### src/rtl/rx_data_fifo.sv
// rx_data_fifo: receive-side FIFO for words from the data synchronizer.
// First-word-fall-through read port. Occupancy is kept in a registered
// counter, so full/rd_valid have no combinational path from inputs.
// Words arriving while full (with no simultaneous pop) are dropped, which
// sets a sticky overflow flag and bumps a saturating 8-bit drop counter.
module rx_data_fifo #(
  parameter  int BUS_WIDTH = 8,
  parameter  int DEPTH     = 8,
  localparam int ADDR_W    = $clog2(DEPTH)
) (
  input  logic                 clk,
  input  logic                 rst,
  input  logic [BUS_WIDTH-1:0] sync_bus,
  input  logic                 enable_pulse,
  input  logic                 rd_ready,
  input  logic                 clr_ovf,
  output logic [BUS_WIDTH-1:0] rd_data,
  output logic                 rd_valid,
  output logic                 full,
  output logic [ADDR_W:0]      count,
  output logic                 overflow,
  output logic [7:0]           drop_cnt
);

  localparam logic [ADDR_W:0] FULL_COUNT = (ADDR_W + 1)'(DEPTH);

  logic [BUS_WIDTH-1:0] r_mem [DEPTH];
  logic [ADDR_W-1:0]    r_wr_ptr;
  logic [ADDR_W-1:0]    r_rd_ptr;
  logic [ADDR_W:0]      r_count;
  logic                 r_overflow;
  logic [7:0]           r_drop_cnt;

  logic w_full;
  logic w_valid;
  logic w_pop;
  logic w_push;
  logic w_drop;

  // Status decode from the registered count only.
  assign w_full  = (r_count == FULL_COUNT);
  assign w_valid = (r_count != '0);

  // A pop frees a slot in the same cycle, so a full FIFO can still accept
  // a word alongside a pop. A pop on an empty FIFO is never qualified.
  assign w_pop  = w_valid & rd_ready;
  assign w_push = enable_pulse & (~w_full | w_pop);
  assign w_drop = enable_pulse & w_full & ~w_pop;

  // Storage write. Reset is excluded so a pulse coincident with rst is ignored.
  // NOTE: the memory array is deliberately not reset; stale words can never
  // surface because rd_data is gated by rd_valid and count restarts at zero.
  always_ff @(posedge clk) begin
    if (!rst && w_push) begin
      r_mem[r_wr_ptr] <= sync_bus;
    end
  end

  // Pointer and occupancy bookkeeping; pointers wrap naturally at DEPTH.
  // NOTE: all sequential state uses non-blocking assignments so every
  // register samples pre-edge values regardless of statement order.
  always_ff @(posedge clk) begin
    if (rst) begin
      r_wr_ptr <= '0;
      r_rd_ptr <= '0;
      r_count  <= '0;
    end else begin
      if (w_push) r_wr_ptr <= r_wr_ptr + ADDR_W'(1);
      if (w_pop)  r_rd_ptr <= r_rd_ptr + ADDR_W'(1);
      if (w_push && !w_pop)      r_count <= r_count + (ADDR_W + 1)'(1);
      else if (w_pop && !w_push) r_count <= r_count - (ADDR_W + 1)'(1);
    end
  end

  // Overflow status: a drop wins over a coincident clear, restarting at 1.
  always_ff @(posedge clk) begin
    if (rst) begin
      r_overflow <= 1'b0;
      r_drop_cnt <= '0;
    end else if (w_drop) begin
      r_overflow <= 1'b1;
      if (clr_ovf)                  r_drop_cnt <= 8'd1;
      else if (r_drop_cnt != 8'hFF) r_drop_cnt <= r_drop_cnt + 8'd1;
    end else if (clr_ovf) begin
      r_overflow <= 1'b0;
      r_drop_cnt <= '0;
    end
  end

  assign rd_data  = w_valid ? r_mem[r_rd_ptr] : '0;
  assign rd_valid = w_valid;
  assign full     = w_full;
  assign count    = r_count;
  assign overflow = r_overflow;
  assign drop_cnt = r_drop_cnt;

endmodule

### config.mk
export PLATFORM = sky130hd
export DESIGN_NAME = rx_data_fifo
export DESIGN_NICKNAME = d
export VERILOG_FILES = /design/src/rtl/rx_data_fifo.sv
export SDC_FILE = /design/constraint.sdc
export NUM_CORES = 1
export LEC_CHECK = 0
export ABC_AREA = 0
export CAP_MARGIN = 20
export CORE_ASPECT_RATIO = 1.1
export CORE_MARGIN = 10
export CORE_UTILIZATION = 25
export DETAILED_ROUTE_END_ITERATION = 16
export DONT_BUFFER_PORTS = 1
export SYNTH_ARGS = -nofsm -noshare
export SYNTH_HDL_FRONTEND = slang
export SYNTH_SLANG_ARGS = --single-unit
### constraint.sdc
create_clock -name clk -period 3.7 [get_ports clk]
set_input_delay 0.74 -clock clk [delete_from_list [all_inputs] [get_ports clk]]
set_output_delay 0.74 -clock clk [all_outputs]
set_load 0.03 [all_outputs]
==> results.py <==
metrics = {
    "power_and_ir_drop": {
        "power_switching_mw": 0.857,
        "clock_power_share_pct": 30.2,
        "power_mw": 2.66,
        "vdd_drop_max_mv": 0.417,
        "pwr-share-seq_pct": 44.9,
        "p_per_area_nw_per_um2": 650,
        "cell_internal_pwr_mw": 1.80,
        "leakage_nw": 1.31,
        "combPwrFrac_pct": 24.9,
        "switching_share_pct": 32.3,
    },
    "global_routing": {
        "gr-total-overflow": 0,
        "antenna_found_initial": 0,
        "grt_pass1_vias": 2072,
        "grt_pass1_wl_mm": 11.4,
        "grt_max_degree": 22,
        "grtUsageTotal_pct": 7.68,
    },
    "layout": {
        "fillers": 1414,
        "fin_util_pct": 29.5,
        "area_growth_pct": 14.9,
        "finalNetCount": 259,
        "num_antenna_cells": 0,
        "drive_above_1_share_pct": 19.7,
        "design_area_um2": 4080,
        "register_area_um2": 2360,
        "multi_input_area_um2": 1140,
    },
    "floorplan": {
        "ios": 36,
        "die_h_um": 145,
        "dieArea_um2": 19400,
        "fp-row-count": 45,
        "start_util_pct": 25.6,
        "chipWidth_um": 134,
        "core-area_um2": 13900,
    },
    "cts": {
        "clock-sinks": 86,
        "clkTransAtPathRegs_ns": 0.06,
        "cts_made_buffers": 9,
        "htree_num_levels": 3,
        "root_buffer": "clkbuf_16",
        "tritoncts": "done",
        "ctsLongestPathBuffers": 2,
        "ctsHoldBuffers": 0,
        "insertion_delay_ns": 0.34,
        "postCtsResizedCells": 0,
        "postCtsSetupBuffers": 0,
    },
    "timing": {
        "tightest_slew_ns": 1.01,
        "setup_tns_ns": 0,
        "slew_viol_final": 0,
        "hold_viol": 0,
        "relSlewSlack_pct": 32.2,
        "fin_crit_sh_pct": 85.9,
        "clock.fmax_ghz": 0.315,
        "rsz0062_at_grt": "no",
        "fin_skew_ns": 0.00615,
        "fin_crit_ns": 3.18,
        "setup_viol": 0,
    },
    "worst_setup_path": {
        "reg2reg_depth": 10,
        "r2r_setup_slack_ns": 0.52,
        "worstSetupPathType": "flip-flop to flip-flop",
        "critPathBufInv": 2,
        "crit_required_ns": 3.93,
        "startpoint": "count[3]$_SDFFE_PP0P_",
        "max_stage_delay_ns": 0.58,
        "crit_chain": "or4b_4, o21ai_2, inv_2, ha_1, inv_1, ha_1, a21oi_1, a211oi_1, a31oi_1, mux2_2",
        "cp_common_cell": "ha_1",
        "slowest_stage": "dfxtp_1",
        "crit_end": "count[3]$_SDFFE_PP0P_",
        "critPathLaunchType": "flip-flop",
        "crit_fanout": 6,
        "reg2reg_from": "count[3]$_SDFFE_PP0P_",
        "cp.depth": 10,
        "r2r-end": "count[3]$_SDFFE_PP0P_",
        "crit_arrival_ns": 3.40,
        "end_kind": "flip-flop",
        "cp_top_family": "compound AO/OA/AOI/OAI gates",
    },
    "routing": {
        "drc": 0,
        "drt-initial-drc-count": 148,
        "viasPerCell": 4.45,
        "wl_per_cell_um": 16.8,
        "routed_wirelength_mm": 7.24,
        "drt-pass1-iter-count": 4,
        "num_vias": 1924,
        "ant_nets": 0,
    },
    "logic_synthesis": {
        "synthMostInstantiatedCell": "edfxtp_1",
        "syn_inst": 230,
        "synth_enable_flop_cells": 64,
        "synth_top_area_share_pct": 54.1,
        "syn-cell-area_um2": 3550,
        "yosys_warnings": 0,
        "syn_nets": 250,
        "yosys.area.top_type": "edfxtp_1",
        "async_flop_share_pct": 0,
        "synth_ff_type": "edfxtp_1",
        "ys_seq_elements": 86,
        "synth_common_cells": "edfxtp_1 (64), nor2_1 (31), dfxtp_1 (22)",
        "synth.area.top_cells": "edfxtp_1 (54%), dfxtp_1 (12%), mux4_2 (10%)",
        "syn_avg_cell_area_um2": 15.4,
        "synth.distinct_cells": 48,
        "seq_area_frac_synth_pct": 66.5,
    },
    "place": {
        "gp_congestion": 0.678,
        "dp_hpwl_mm": 4.85,
        "portBuffers": 0,
        "place_area_um2": 3820,
    },
    "min_path": {
        "min_path_type": "input pin to flip-flop",
    },
    "run": {
        "cap_violations": 0,
    },
    "status": {
        "run_status": "finished clean",
    },
}
==> worst min path at each step <==
stage	startpoint	end	slack (ns)	cells past startpoint
finish	rst	overflow$_SDFFE_PP0P_	0.46	1
detailed placement	r_rd_ptr[1]$_SDFFE_PP0P_	r_rd_ptr[1]$_SDFFE_PP0P_	0.47	2
floorplan	r_rd_ptr[1]$_SDFFE_PP0P_	flip-flop	0.45	2
global route	rst	r_wr_ptr[1]$_SDFFE_PP0N_	0.45	1
CTS	rst	overflow$_SDFFE_PP0P_	0.45	1
global placement	r_rd_ptr[1]$_SDFFE_PP0P_	r_rd_ptr[1]$_SDFFE_PP0P_	0.48	2
==> per-stage QoR <==
step	hold WS [ns]	setup slack, ns	cells
2_1_floorplan	0.454	0.795	230
3_3_place_gp	0.481	0.680	416
3_5_place_dp	0.474	0.583	416
4_1_cts	0.450	0.570	432
5_1_grt	0.453	0.287	432
6_report	0.463	0.523	432
==> layout by cell type, fill, tap and decap left out, drive strengths merged, types with 2 or more instances in the layout <==
cell type,n
a211oi,2
a21oi,6
a31oi,2
buf,7
clkbuf,9
clkinv,7
dfxtp,22
edfxtp,64
ha,6
inv,5
mux2i,11
mux4,16
nand2,9
nand2b,2
nand3,5
nand4,2
nor2,31
nor3,3
nor4,2
o211ai,3
o21ai,3
xnor2,2
xor2,5
==> sequential cells by signal (all words and copies together) (netlist names), named ones only <==
| register | cells |
|---|---|
| count | 4 |
| overflow | 1 |
| r_mem | 64 |
| r_rd_ptr | 3 |
| drop_cnt | 8 |
| r_wr_ptr | 3 |
==> power groups by stage <==
stage	Sequential, mW	Combinational, mW	Clock (mW)
after floorplan	1.18	0.560	0
after global placement	1.21	0.659	0
after detailed placement	1.21	0.675	0
after CTS	1.19	0.677	0.832
after global routing	1.20	0.733	0.863
final	1.19	0.661	0.803
==> kinds of logic (layout without fill, tap and decap cells) <==
group	Yosys count	in the layout	synth area share (%)
AND/OR/NAND/NOR	64	64	8.88
multiplexers	28	28	13.6
flip-flops	86	86	66.5
buffers and inverters	15	29	1.80
XOR/XNOR	7	7	1.73
adder cells (fa/ha/maj)	7	7	2.68
AO/OA/AOI/OAI	23	23	4.86
==> metal layers <==
metal | track usage [%] | share of wire (%) | vias to the layer above
met5 | 0 | 0 | -
met4 | 2.45 | 1.3 | 0
met3 | 4.55 | 9.1 | 10
met2 | 12.2 | 48 | 50
met1 | 8.36 | 41 | 957
li1 | - | - | 907
==> area by class of cell <==
| cell class | instances | share of cell area (%) |
|---|---|---|
| Clock inverter | 7 | 1.01 |
| Tap cell | 188 | 5.76 |
| Sequential cell | 86 | 57.9 |
| Multi-Input combinational cell | 129 | 27.9 |
| Inverter | 6 | 0.674 |
| Timing Repair Buffer | 7 | 1.29 |
| Clock buffer | 9 | 5.52 |
(Power assumes the default switching activity.)
